**config.mk**
```make
export PLATFORM = sky130hd
export DESIGN_NAME = rtc_i2c_master
export DESIGN_NICKNAME = d
export VERILOG_FILES = /design/src/rtl/rtc_i2c_master.sv
export SDC_FILE = /design/constraint.sdc
export NUM_CORES = 1
export LEC_CHECK = 0
export ABC_AREA = 1
export BUFFER_PORTS_ARGS = -buffer_cell sky130_fd_sc_hd__buf_4
export CELL_PAD_IN_SITES_DETAIL_PLACEMENT = 1
export CELL_PAD_IN_SITES_GLOBAL_PLACEMENT = 1
export CORE_ASPECT_RATIO = 0.5
export CORE_UTILIZATION = 41
export CTS_BUF_LIST = sky130_fd_sc_hd__clkbuf_8
export DETAILED_ROUTE_END_ITERATION = 10
export GPL_ROUTABILITY_DRIVEN = 1
export PLACE_DENSITY_LB_ADDON = 0.1
export SYNTH_ARGS = -nofsm -noshare
export SYNTH_HDL_FRONTEND = slang
export SYNTH_SLANG_ARGS = --single-unit
```
**constraint.sdc**
```tcl
create_clock -name clk -period 1.87 [get_ports clk]
set_clock_uncertainty 0.05 [all_clocks]
set_input_delay 0.187 -clock clk [delete_from_list [all_inputs] [get_ports clk]]
set_output_delay 0.187 -clock clk [all_outputs]
set_load 0.03 [all_outputs]
```
**src/rtl/rtc_i2c_master.sv**
```systemverilog
// rtl/rtc_i2c_master.sv - Avalon-MM I2C byte engine for the board RTC
//
// One command runs an optional START, one byte WRITE or READ with its ACK bit,
// then an optional STOP, and raises done_pend (irq when irq_en) on completion.
//
// Ports:
//   clk, reset_n            system clock, asynchronous active-low reset
//   address[2:0]            word register select: 0 DATA, 1 CMD, 2 STATUS, 3 CTRL
//   chipselect, write_n     slave select, active-low write strobe
//   writedata[31:0]         register write data
//   readdata[31:0]          registered read data, valid 1 clk after address
//   scl_oe, sda_oe          open-drain pad enables (1 = pull low)
//   scl_in, sda_in          synchronised pad sense
//   irq                     level interrupt = done_pend & irq_en
module rtc_i2c_master #(
  parameter int unsigned CLK_DIV = 125
) (
  input  logic        clk,
  input  logic        reset_n,
  input  logic [2:0]  address,
  input  logic        chipselect,
  input  logic        write_n,
  input  logic [31:0] writedata,
  output logic [31:0] readdata,
  output logic        scl_oe,
  output logic        sda_oe,
  input  logic        scl_in,
  input  logic        sda_in,
  output logic        irq
);

  typedef enum logic [2:0] {
    S_IDLE,
    S_START,
    S_BYTE,
    S_STOP,
    S_DONE
  } state_t;

  localparam logic [15:0] DIV_LAST = 16'(CLK_DIV - 1);

  state_t      state_q, state_d;
  logic [1:0]  phase_q, phase_d;
  logic [3:0]  bit_q, bit_d;
  logic [15:0] div_q, div_d;
  logic [7:0]  tx_q, tx_d;
  logic [7:0]  rx_q, rx_d;
  logic        busy_q, busy_d;
  logic        rx_nack_q, rx_nack_d;
  logic        cmd_err_q, cmd_err_d;
  logic        done_pend_q, done_pend_d;
  logic        irq_en_q, irq_en_d;
  logic        c_stop_q, c_stop_d;
  logic        c_wr_q, c_wr_d;
  logic        c_rd_q, c_rd_d;
  logic        c_nack_q, c_nack_d;
  logic        scl_oe_q, scl_oe_d;
  logic        sda_oe_q, sda_oe_d;
  logic [31:0] readdata_q, readdata_d;

  logic wr_en;
  logic stretch;
  logic tick;
  logic accept;

  logic unused_writedata;
  assign unused_writedata = ^writedata[31:8];

  always_comb begin
    state_d     = state_q;
    phase_d     = phase_q;
    bit_d       = bit_q;
    tx_d        = tx_q;
    rx_d        = rx_q;
    busy_d      = busy_q;
    rx_nack_d   = rx_nack_q;
    cmd_err_d   = cmd_err_q;
    done_pend_d = done_pend_q;
    irq_en_d    = irq_en_q;
    c_stop_d    = c_stop_q;
    c_wr_d      = c_wr_q;
    c_rd_d      = c_rd_q;
    c_nack_d    = c_nack_q;
    scl_oe_d    = scl_oe_q;
    sda_oe_d    = sda_oe_q;
    accept      = 1'b0;

    wr_en = chipselect & ~write_n;

    // SCL released but still seen low: a slave is stretching. Hold the
    // quarter counter at zero so the high time is measured from release.
    stretch = (state_q == S_BYTE) && (phase_q == 2'd2) && !scl_in;
    tick    = (div_q == DIV_LAST) && !stretch;
    div_d   = (div_q == DIV_LAST || stretch) ? 16'd0 : div_q + 16'd1;

    // W1C clears come first so same-clk set events below take priority.
    if (wr_en) begin
      case (address)
        3'd0: if (!busy_q) tx_d = writedata[7:0];
        3'd2: begin
          if (writedata[2]) cmd_err_d = 1'b0;
          if (writedata[3]) done_pend_d = 1'b0;
        end
        3'd3: irq_en_d = writedata[0];
        default: ;
      endcase
    end

    if (wr_en && address == 3'd1) begin
      if (busy_q || (writedata[2] && writedata[3])) cmd_err_d = 1'b1;
      else if (writedata[3:0] != 4'd0) accept = 1'b1;
    end

    case (state_q)
      S_IDLE: begin
        if (accept) begin
          busy_d    = 1'b1;
          rx_nack_d = 1'b0;
          c_stop_d  = writedata[1];
          c_wr_d    = writedata[2];
          c_rd_d    = writedata[3];
          c_nack_d  = writedata[4];
          phase_d   = 2'd0;
          bit_d     = 4'd0;
          div_d     = 16'd0;
          if (writedata[0])                     state_d = S_START;
          else if (writedata[2] | writedata[3]) state_d = S_BYTE;
          else                                  state_d = S_STOP;
        end
      end
      S_START: begin
        if (tick) begin
          phase_d = phase_q + 2'd1;
          case (phase_q)
            2'd0: sda_oe_d = 1'b0;
            2'd1: scl_oe_d = 1'b0;
            2'd2: sda_oe_d = 1'b1;
            2'd3: begin
              scl_oe_d = 1'b1;
              if (c_wr_q | c_rd_q) state_d = S_BYTE;
              else if (c_stop_q)   state_d = S_STOP;
              else                 state_d = S_DONE;
            end
          endcase
        end
      end
      S_BYTE: begin
        if (tick) begin
          phase_d = phase_q + 2'd1;
          case (phase_q)
            2'd0: begin
              // Bit 8 is the ACK slot: released on WR, master ACK/NACK on RD.
              if (bit_q == 4'd8) sda_oe_d = c_rd_q & ~c_nack_q;
              else               sda_oe_d = c_wr_q & ~tx_q[~bit_q[2:0]];
            end
            2'd1: scl_oe_d = 1'b0;
            2'd2: begin
              if (bit_q == 4'd8) begin
                if (c_wr_q) rx_nack_d = sda_in;
              end else if (c_rd_q) begin
                rx_d = {rx_q[6:0], sda_in};
              end
            end
            2'd3: begin
              scl_oe_d = 1'b1;
              if (bit_q == 4'd8) begin
                bit_d   = 4'd0;
                state_d = c_stop_q ? S_STOP : S_DONE;
              end else begin
                bit_d = bit_q + 4'd1;
              end
            end
          endcase
        end
      end
      S_STOP: begin
        if (tick) begin
          phase_d = phase_q + 2'd1;
          case (phase_q)
            2'd0: sda_oe_d = 1'b1;
            2'd1: scl_oe_d = 1'b0;
            2'd2: ;
            2'd3: begin
              sda_oe_d = 1'b0;
              state_d  = S_DONE;
            end
          endcase
        end
      end
      S_DONE: begin
        busy_d      = 1'b0;
        done_pend_d = 1'b1;
        state_d     = S_IDLE;
      end
      default: state_d = S_IDLE;
    endcase

    case (address)
      3'd0:    readdata_d = {24'd0, rx_q};
      3'd2:    readdata_d = {28'd0, done_pend_q, cmd_err_q, rx_nack_q, busy_q};
      3'd3:    readdata_d = {31'd0, irq_en_q};
      default: readdata_d = 32'd0;
    endcase
  end

  always_ff @(posedge clk or negedge reset_n) begin
    if (!reset_n) begin
      state_q     <= S_IDLE;
      phase_q     <= 2'd0;
      bit_q       <= 4'd0;
      div_q       <= 16'd0;
      tx_q        <= 8'd0;
      rx_q        <= 8'd0;
      busy_q      <= 1'b0;
      rx_nack_q   <= 1'b0;
      cmd_err_q   <= 1'b0;
      done_pend_q <= 1'b0;
      irq_en_q    <= 1'b0;
      c_stop_q    <= 1'b0;
      c_wr_q      <= 1'b0;
      c_rd_q      <= 1'b0;
      c_nack_q    <= 1'b0;
      scl_oe_q    <= 1'b0;
      sda_oe_q    <= 1'b0;
      readdata_q  <= 32'd0;
    end else begin
      state_q     <= state_d;
      phase_q     <= phase_d;
      bit_q       <= bit_d;
      div_q       <= div_d;
      tx_q        <= tx_d;
      rx_q        <= rx_d;
      busy_q      <= busy_d;
      rx_nack_q   <= rx_nack_d;
      cmd_err_q   <= cmd_err_d;
      done_pend_q <= done_pend_d;
      irq_en_q    <= irq_en_d;
      c_stop_q    <= c_stop_d;
      c_wr_q      <= c_wr_d;
      c_rd_q      <= c_rd_d;
      c_nack_q    <= c_nack_d;
      scl_oe_q    <= scl_oe_d;
      sda_oe_q    <= sda_oe_d;
      readdata_q  <= readdata_d;
    end
  end

  assign readdata = readdata_q;
  assign scl_oe   = scl_oe_q;
  assign sda_oe   = sda_oe_q;
  assign irq      = done_pend_q & irq_en_q;

endmodule

```
==> flow_summary_export.csv, run 1 <==
group,metric,value,unit
critical_path,slowest_stage,"dfrtp_1",
drt,first_pass_iters,4,
placed_design,dp.final_hpwl,5.99,mm
clocking,clk_latency,0.36,ns
timing,setup_viol,0,
final_layout,utilization,49.0,%
critical_path,worst_ep_arrival_time,2.01,ns
placed_design,gp_congestion,0.796,
critical_path,cp-end-kind,"flip-flop",
drt,drt_wl_total,7.96,mm
final_layout,drive_gt1_share,21.1,%
drt,ant_nets,0,
die,core,8060,sq um
die,initial_core_util,42.6,%
grt,grt_use_total,19.8,%
critical_path,crit_type,"flip-flop to flip-flop",
drt,drtIter0Drc,108,
placed_design,dpl-instance-area,3710,sq um
synthesis,seq_area_frac_synth,43.7,%
grt,antenna_found_initial,0,
timing,fmax,565,MHz
die,die_h,66.7,microns
drt,drc,0,
critical_path,path_buf_inv,2,
critical_path,reg2reg_depth,8,
final_layout,antenna_cells,0,
critical_path,cp-start-kind,"flip-flop",
placed_design,port_buffers,27,
synthesis,netlist_instances,428,
status,status,"finished clean",
hold_path,hold-path-cell-count,2,
synthesis,async_flop_share,100,%
timing,min_period_over_period,94.7,%
synthesis,synth_edf_count,0,
timing,report.final.slew_viol_count,0,
clocking,cts_buffer_depth,2,
critical_path,cp_top_family,"simple AND/OR/NAND/NOR gates",
die,row_count,23,
drt,wl_per_cell,13.5,microns
synthesis,synth_warnings,0,
pwr,cellPowerDensity,1280,nW/um^2
timing,relSlewSlack,47.7,%
clocking,cts.clk_slew.worst_paths,0.07,ns
die,ioPinCount,76,
final_layout,final-seq-area,1500,sq um
drt,num_vias,2837,
final_layout,fillerInstances,1010,
synthesis,ys_ff_latch,60,
timing,layout_min_cycle_time,1.77,ns
critical_path,worstPathCellList,"inv_1, ha_1, nand3_2, nand3_2, a21oi_4, clkbuf_4, nand3_1, nand2_1",
critical_path,path_depth,8,
final_layout,final_nets,523,
synthesis,syn-mean-instance-area,8.02,sq um
final_layout,multiInputGateArea,1570,sq um
critical_path,max_stage_delay,0.39,ns
critical_path,crit_top_cell,"nand3_2",
clocking,clock_sinks,60,
pwr,ir_worst_vdd,0.473,mV
timing,tightest_slew,0.785,ns
final_layout,area_growth,15.1,%
clocking,cts-root-buf,"clkbuf_8",
grt,grt_max_degree,61,
synthesis,synthFlopType,"dfrtp_1",
flow_run,max_cap_viol_count,0,
grt,overflow,0,
critical_path,path_max_fanout,5,
hold_path,hold_class,"primary input to flip-flop",
synthesis,synth_cell_types,39,
grt,grt_pass1_wl,13.4,mm
die,die_width,131,microns
grt,grt_pass1_vias,2902,
critical_path,crit_required,2.11,ns
clocking,cts_tree,"built",
final_layout,final_cell_area,3950,sq um
clocking,cts_buffers,9,
clocking,htree_levels,3,
die,die_area,8760,sq um
pwr,leakagePower,2.00,nW
synthesis,syn_area,3430,sq um
drt,avgViaCountPerCell,4.80,
timing,hold_viol_final,0,
[power by group]
group          total [mW]  switching [mW]  leakage (nW)  internal [mW]
Sequential           1.89           0.273         0.782           1.62
Combinational        2.08            1.30          1.13          0.778
Clock                1.07           0.554        0.0861          0.513
Total                5.04            2.13          2.00           2.91
[kinds of logic (layout without fill, tap and decap cells)]
| group | count (synthesis) | after routing | synth area share, % |
|---|---|---|---|
| muxes | 3 | 3 | 0.984 |
| AOI/OAI and AO/OA | 48 | 48 | 8.82 |
| buffers and inverters | 90 | 118 | 13.1 |
| other | 1 | 24 | 0.109 |
| DFF | 60 | 60 | 43.7 |
| xor gates and xnor gates | 6 | 6 | 1.53 |
| adders and majority gates | 8 | 8 | 2.92 |
| and+or+nand+nor | 212 | 212 | 28.8 |
[sequential cells by signal, indices dropped and copies added, names as in the netlist, 2 cells and up]
register and cells:
div_q 16, readdata 8, rx_q 8, tx_q 8
bit_q 4, state_q 3, phase_q 2
[area by class of cell]
class                   instances  share of cell area (%)
multi-input cells             301                    39.8
repair buffers                 42                    8.43
inverters                      60                    5.70
flip-flops and latches         60                    38.0
clock inverters                 6                    1.01
clock buffers                  10                    3.49
well taps                     112                    3.55
[metal layers]
metal | GRT usage, % | share of wire [%]
met1 | 23.6 | 47
met2 | 34.5 | 48
met3 | 5.78 | 4.0
met4 | 6.98 | 1.0
met5 | 0 | 0
[synth_stat cells (2+ instances only)]
cell type,instances,area share [%]
a21oi_1,8,1.2
a31oi_1,2,0.36
buf_4,27,5.9
dfrtp_1,60,44
ha_1,8,2.9
inv_1,56,6.1
inv_2,4,0.44
mux2_2,3,0.98
nand2_1,90,9.8
nand2_2,9,1.6
nand3_1,32,4.7
nand3_2,2,0.58
nand3b_1,3,0.66
nand4_1,4,0.73
nor2_1,49,5.4
nor2_2,4,0.73
nor2_4,4,1.3
nor3_1,6,0.87
nor3_2,2,0.58
o211ai_1,2,0.44
o21ai_0,18,2.6
o21ai_1,5,0.73
o21ai_2,8,2.0
or2_2,3,0.55
xnor2_1,3,0.77
xor2_1,3,0.77
[worst paths after layout]
| path | start | endpoint | slack (ns) |
|---|---|---|---|
| setup / recovery | phase_q[0] | bit_q[1] | 0.1 |
| min in group asynchronous | reset_n | div_q[6] | 0.40 |
| hold / removal | writedata[7] | tx_q[7] | 0.02 |
| hold reg to reg | rx_q[7] | rx_q[7] | 0.44 |
| max in group asynchronous | reset_n | tx_q[1] | 0.84 |
| setup reg to reg | phase_q[0] | bit_q[1] | 0.1 |
[per-stage QoR]
stage | setup TNS (ns) | hold slack (ns) | total power, mW | worst slack, ns | instances
after floorplan | 0 | -0.159 | 3.31 | 0.203 | 451
after CTS | 0 | 0.00279 | 4.94 | 0.0519 | 588
after detailed placement | 0 | 0.274 | 3.84 | 0.0781 | 570
after global placement | 0 | 0.263 | 3.75 | 0.108 | 570
after global routing | -0.0982 | 0.00398 | 5.46 | -0.0231 | 591
final | 0 | 0.0177 | 5.04 | 0.0987 | 591
[timing repair]
| item | in CTS | in global routing |
|---|---|---|
| buffers inserted | 0 | 3 |
| hold endpoints to repair | 61 | 0 |
| gates resized for setup | 0 | 2 |
| hold buffers | 2 | 0 |
| endpoints found under the setup margin | 0 | 8 |
[worst reg2reg max path, stage by stage, from the launching register on]
cell and delay (ns):
dfrtp_1 0.39, inv_1 0.10, ha_1 0.27, nand3_2 0.17
nand3_2 0.13, a21oi_4 0.22, clkbuf_4 0.22, nand3_1 0.08
nand2_1 0.09
[placed cells by master, fill, tap and decap left out, types with 2 or more instances in the layout]
cell            n
inv_1          57
or2_2           3
conb_1         24
nor3_1          6
o21ai_2         8
nor2_2          5
dlygate4sd3_1   2
xnor2_1         3
mux2_2          3
a31oi_1         2
nand2_2         9
dfrtp_1        60
clkbuf_8       10
nor2_1         48
o21ai_1         5
nand3b_1        3
inv_2           4
nand4_1         4
clkinvlp_4      3
a21oi_1         8
o21ai_0        18
buf_4          38
nor3_2          2
xor2_1          3
o211ai_1        2
nand2_1        90
nand3_1        32
nand3_2         2
ha_1            8
nor2_4          4
Note: power is estimated with default switching activity, not from simulation.
==> run 2, diff against run 1 <==
==> config.mk (replaced) <==
export PLATFORM = sky130hd
export DESIGN_NAME = rtc_i2c_master
export DESIGN_NICKNAME = d
export VERILOG_FILES = /design/src/rtl/rtc_i2c_master.sv
export SDC_FILE = /design/constraint.sdc
export NUM_CORES = 1
export LEC_CHECK = 0
export ABC_AREA = 0
export BUFFER_PORTS_ARGS = -buffer_cell sky130_fd_sc_hd__buf_4
export CELL_PAD_IN_SITES_DETAIL_PLACEMENT = 2
export CELL_PAD_IN_SITES_GLOBAL_PLACEMENT = 2
export CORE_ASPECT_RATIO = 0.5
export CORE_UTILIZATION = 35
export CTS_BUF_LIST = sky130_fd_sc_hd__clkbuf_8
export DETAILED_ROUTE_END_ITERATION = 10
export GPL_ROUTABILITY_DRIVEN = 1
export PLACE_DENSITY_LB_ADDON = 0.1
export SLEW_MARGIN = 20
export SYNTH_ARGS = -nofsm -noshare
export SYNTH_HDL_FRONTEND = slang
export SYNTH_SLANG_ARGS = --single-unit
==> run 2 against run 1 <==
The run now ends with setup timing left. Synthesized cell count is 28% lower. Non-clock buffer count is 53 higher. Register-to-register slack worse by 0.58 ns. Critical path type unchanged. Largest cell class unchanged.
==> flow_summary_export.csv, run 2 <==
group,metric,value,unit
grt,overflow,0,
timing,layout_min_cycle_time,2.35,ns
final_layout,final_nets,452,
grt,grt_pass1_wl,15.4,mm
synthesis,synth_warnings,0,
flow_run,max_cap_viol_count,0,
pwr,p_clk_share,41.7,%
drt,ant_nets,0,
hold_path,hold-path-cell-count,2,
clocking,clock_sinks,60,
synthesis,yosys.area.top_type,"dfrtp_1",
placed_design,gp_congestion,0.759,
synthesis,synth_cell_types,51,
die,core,8770,sq um
synthesis,seq_area_frac_synth,47.0,%
final_layout,final_common_cell,"buf_4",
critical_path,crit_type,"flip-flop to flip-flop",
timing,report.final.slew_viol_count,0,
final_layout,drive_gt1_share,38.7,%
synthesis,synth_edf_count,0,
clocking,cts_buffers,9,
synthesis,syn_area,3190,sq um
synthesis,synthFlopType,"dfrtp_1",
clocking,htree_levels,3,
critical_path,reg2reg_depth,7,
grt,antenna_found_initial,0,
hold_path,hold_class,"primary input to flip-flop",
critical_path,cp-end-kind,"flip-flop",
status,violations,"setup timing",
die,die_h,69.5,microns
pwr,total_power,2.60,mW
timing,setup_viol,36,
drt,drt_wl_total,9.68,mm
timing,hold_viol_final,0,
synthesis,ys_ff_latch,60,
drt,wl_per_cell,18.4,microns
drt,first_pass_iters,4,
hold_path,worstHoldStart,"writedata[6]",
placed_design,port_buffers,27,
timing,fmax,425,MHz
synthesis,netlist_instances,307,
pwr,p_int,1.86,mW
clocking,cts_buffer_depth,2,
synthesis,async_flop_share,100,%
status,status,"finished, violations left",
pwr,leakagePower,2.10,nW
timing,relSlewSlack,47.1,%
clocking,cts.clk_slew.worst_paths,0.08,ns
pwr,p_switching,741,uW
final_layout,fillerInstances,925,
die,die_width,137,microns
synthesis,syn-mean-instance-area,10.4,sq um
pwr,cellPowerDensity,609,nW/um^2
final_layout,final_cell_mix,"buf_4 (86), dfrtp_1 (60), nor2_1 (30)",
critical_path,r2r_slack,-0.48,ns
final_layout,area_growth,33.6,%
synthesis,synth_common_cells,"dfrtp_1 (60), nor2_1 (30), buf_4 (24), mux2_2 (24), nand2_1 (17)",
drt,num_vias,2624,
grt,grt_pass1_vias,2944,
critical_path,path_max_fanout,8,
timing,min_period_over_period,126,%
synthesis,synth_most_common_cell,"dfrtp_1",
pwr,swShare,28.5,%
synthesis,synthTopCellsByArea,"dfrtp_1 (47%), mux2_2 (8.5%), buf_4 (5.6%), nor2_1 (3.5%), ha_1 (3.1%)",
grt,grt_use_total,21.6,%
die,row_count,24,
final_layout,antenna_cells,0,
drt,avgViaCountPerCell,5.00,
die,ioPinCount,76,
placed_design,dpl_worst_slack,-0.485,ns
placed_design,dpl-instance-area,3870,sq um
final_layout,utilization,48.6,%
timing,tightest_slew,0.794,ns
critical_path,crit_required,2.06,ns
timing,fin_setup_tns,-13.33,ns
placed_design,dp.cells,497,
drt,drc,0,
timing,worst_slack,-0.481,ns
critical_path,r2r-start,"div_q[0]",
critical_path,r2r-end,"rx_q[5]",
timing,grt_setup_unrepaired,"true",
clocking,cts-root-buf,"clkbuf_8",
hold_path,whs_endpoint,"tx_q[6]",
grt,grt_max_degree,61,
critical_path,setup.worst_path.start,"div_q[0]",
critical_path,worst_ep_arrival_time,2.54,ns
placed_design,dp.final_hpwl,6.43,mm
final_layout,final_cell_area,4260,sq um
die,initial_core_util,36.4,%
critical_path,cp-start-kind,"flip-flop",
final_layout,stdcell_count,525,
final_layout,largest_reg_flops,16,
final_layout,largest_register,"div_q",
synthesis,synth_top_area_share,47.0,%
pwr,p_comb_share,7.5,%
pwr,ir_worst_vdd,0.269,mV
drt,drtIter0Drc,80,
pwr,power_frac_seq,50.8,%
clocking,clk_latency,0.35,ns
die,die_area,9530,sq um
timing,worst_hold_slack,0.0158,ns
clocking,cts_tree,"built",
## run 2: cell types whose count changed after synthesis, sizes merged, moves of 6 or more
cell and change:
nand3 -21, nor2 -27, a21oi -6, nand2 -83, o21ai -20, mux2i +6, mux2 +23, inv -47
clkbuf +6
## run 2: power groups by stage
stage                     logic (mW)  clock network [mW]  registers, mW
final                          0.194                1.08           1.32
after global routing           0.208                1.17           1.32
after CTS                      0.192                1.11           1.32
after detailed placement       0.188                   0           1.35
after global placement         0.184                   0           1.34
after floorplan                0.133                   0           1.35
## run 2: metal layers
metal  up-vias  track usage, %  part of all wire, %  wire length, microns
met4         0            5.37                 0.45                    44
met3         6            5.41                  3.5                   338
met1      1342            26.7                   44                  4250
met5         -               0                    0                     0
li1       1218               -                    -                     -
met2        58            37.5                   52                  5040
## run 2: final cells by class
class                   instances  area (sq um)  share of cell area, %
flip-flops and latches         60          1500                   35.2
well taps                     117           146                   3.43
multi-input cells             224          1620                   38.1
clock buffers                   9           124                   2.91
inverters                      13          48.8                   1.14
repair buffers                 95           768                   18.0
clock inverters                 7          51.3                   1.20
## run 2: critical path: stages (launching register included)
cell and delay (ns):
dfrtp_1 0.42, inv_2 0.08, ha_4 0.12, or3b_4 0.37
or4_4 0.52, nor2b_4 0.15, nand4_4 0.18, mux2_4 0.35
## run 2: cells by family after synthesis
group / count (synthesis) / synth area share (%)
and+or+nand+nor: 108 / 18.5
DFF: 60 / 47.0
buffers and inverters: 46 / 8.27
AOI/OAI and AO/OA: 38 / 8.04
muxes: 32 / 11.1
xor gates and xnor gates: 14 / 3.84
adders and majority gates: 8 / 3.14
other: 1 / 0.117
## run 2: worst max-delay path by stage
stage               endpoint  slack (ns)  depth (start not counted)
floorplan            rx_q[5]       -0.42                          7
detailed placement   rx_q[5]       -0.48                          7
CTS                  rx_q[5]       -0.46                          5
finish               rx_q[5]       -0.48                          7
global placement     rx_q[7]       -0.45                          7
global route         rx_q[7]       -0.59                          7
## run 2: timing repair
item,in CTS,in global routing
pin swaps,7,4
hold buffers,2,1
endpoints found under the hold margin,61,1
cloned,1,0
setup endpoints to repair,36,39
buffers inserted,2,6
gates resized for setup,15,13
==> run 3, diff against run 2 <==
--- a/config.mk
+++ b/config.mk
@@ -10,6 +10,7 @@
 export CELL_PAD_IN_SITES_DETAIL_PLACEMENT = 2
 export CELL_PAD_IN_SITES_GLOBAL_PLACEMENT = 2
 export CORE_ASPECT_RATIO = 0.5
+export CORE_MARGIN = 2
 export CORE_UTILIZATION = 35
 export CTS_BUF_LIST = sky130_fd_sc_hd__clkbuf_8
 export DETAILED_ROUTE_END_ITERATION = 10
==> run 3 against run 2 <==
The run still ends with setup timing left. Highest routed layer unchanged. Clock power up 12%. Critical path type unchanged. Power rose by 4.9%. Combinational power about the same. Wire length increased by 3.2%. Hold slack improved by 0.0050 ns.
==> flow_summary_export.csv, run 3 (synthesis gave the netlist of run 2 again) <==
group,metric,value,unit
status,violations,"setup timing",
die,row_count,24,
final_layout,final_nets,452,
grt,grt_pass1_wl,16.2,mm
timing,grt_setup_unrepaired,"true",
clocking,cts_tree,"built",
critical_path,cp-end-kind,"flip-flop",
critical_path,r2r-end,"rx_q[5]",
die,die_h,71.5,microns
timing,report.final.slew_viol_count,0,
status,status,"finished, violations left",
final_layout,fillerInstances,925,
timing,setup_viol,36,
timing,worst_hold_slack,0.0207,ns
flow_run,max_cap_viol_count,0,
timing,relSlewSlack,45.8,%
clocking,htree_levels,3,
critical_path,path_max_fanout,8,
final_layout,drive_gt1_share,40.4,%
drt,ant_nets,0,
drt,avgViaCountPerCell,5.05,
final_layout,final_cell_mix,"buf_4 (85), dfrtp_1 (60), nor2_1 (29)",
placed_design,dp.final_hpwl,6.74,mm
clocking,clk_latency,0.36,ns
hold_path,hold-path-cell-count,2,
placed_design,port_buffers,27,
pwr,ir_worst_vdd,0.316,mV
final_layout,stdcell_count,525,
final_layout,largest_register,"div_q",
timing,min_period_over_period,127,%
critical_path,r2r-start,"div_q[13]",
timing,hold_viol_final,0,
clocking,cts.clk_slew.worst_paths,0.08,ns
final_layout,multiInputGateArea,1660,sq um
timing,layout_min_cycle_time,2.38,ns
placed_design,dp.cells,497,
grt,overflow,0,
pwr,cellPowerDensity,630,nW/um^2
grt,antenna_found_initial,0,
final_layout,utilization,49.4,%
hold_path,worstHoldStart,"writedata[7]",
timing,worst_slack,-0.506,ns
pwr,leakagePower,2.12,nW
clocking,cts_buffer_depth,2,
timing,fmax,421,MHz
placed_design,dpl-instance-area,3870,sq um
final_layout,antenna_cells,0,
placed_design,dpl_worst_slack,-0.490,ns
final_layout,final_cell_area,4330,sq um
critical_path,worst_ep_arrival_time,2.57,ns
clocking,clock_sinks,60,
final_layout,area_growth,35.6,%
die,die_width,139,microns
drt,first_pass_iters,4,
hold_path,hold_class,"primary input to flip-flop",
clocking,cts_buffers,9,
grt,grt_pass1_vias,2988,
critical_path,crit_type,"flip-flop to flip-flop",
grt,grt_max_degree,61,
critical_path,reg2reg_depth,5,
drt,wl_per_cell,19.0,microns
drt,drtIter0Drc,58,
critical_path,r2r_slack,-0.51,ns
placed_design,gp_congestion,0.826,
die,initial_core_util,36.4,%
critical_path,crit_required,2.06,ns
drt,drc,0,
clocking,cts-root-buf,"clkbuf_8",
die,core,8770,sq um
final_layout,largest_reg_flops,16,
drt,num_vias,2649,
critical_path,cp-start-kind,"flip-flop",
drt,drt_wl_total,9.99,mm
die,die_area,9950,sq um
die,ioPinCount,76,
timing,tightest_slew,0.813,ns
grt,grt_use_total,21.6,%
final_layout,final-seq-area,1500,sq um
final_layout,final_common_cell,"buf_4",
hold_path,whs_endpoint,"tx_q[7]",
[run 3: changes by cell type in the layout (fill, tap and decap cells not counted), moves of 2 or more]
cell,before,now
buf_6,4,6
inv_1,11,13
inv_2,2,0
nand3_1,12,10
nand3_2,0,2
[run 3: power by group]
group          internal, mW  switching [mW]  total (mW)  leakage [nW]
registers              1.31         0.00872        1.32         0.792
logic                0.0585           0.135       0.193          1.24
clock network         0.621           0.591        1.21        0.0923
total                  1.99           0.734        2.73          2.12
[run 3: per-stage QoR]
step / total power [mW] / TNS (ns)
after global routing: 2.83 / -16.54
final: 2.73 / -13.88
after global placement: 1.53 / -10.64
after detailed placement: 1.54 / -11.77
after floorplan: 1.48 / -6.82
after CTS: 2.77 / -12.34
[run 3: metal layers]
metal,up-vias,global-route usage (%),wire [microns]
met5,-,0,0
met4,0,6.85,154
met3,17,5.35,360
met2,64,40.6,5220
met1,1347,24.9,4250
li1,1221,-,-
[run 3: worst max path at each step]
stage                         end  slack (ns)  cells past startpoint  startpoint
after detailed placement  rx_q[7]       -0.49                      7    div_q[0]
after global placement    rx_q[5]       -0.45                      7    div_q[0]
after global routing      rx_q[5]       -0.55                      5   div_q[13]
final                     rx_q[5]       -0.51                      5   div_q[13]
after floorplan           rx_q[5]       -0.42                      7    div_q[0]
after CTS                 rx_q[5]       -0.47                      7    div_q[0]
[run 3: worst max-delay path, stage by stage, from the launching register on]
cell and delay [ns]:
dfrtp_1 0.41, or4_4 0.56, or4_4 0.55, nor2b_4 0.16, nand4_4 0.18, mux2_4 0.35
[run 3: area by class of cell]
| class | count | share of cell area [%] |
|---|---|---|
| inverter | 13 | 1.13 |
| sequential | 60 | 34.7 |
| timing repair buffer | 95 | 17.9 |
| clock buffer | 9 | 2.86 |
| multi-input combinational | 224 | 38.4 |
| clock inverter | 7 | 1.73 |
| tap | 117 | 3.38 |
[run 3: what timing repair did]
action | 4_1_cts | 5_1_grt
buffers inserted | 5 | 5
resized for setup | 28 | 9
pin swaps | 13 | 2
setup endpoints to repair | 36 | 40
hold buffers | 2 | 0
cloned | 1 | 0
endpoints found under the hold margin | 61 | 0
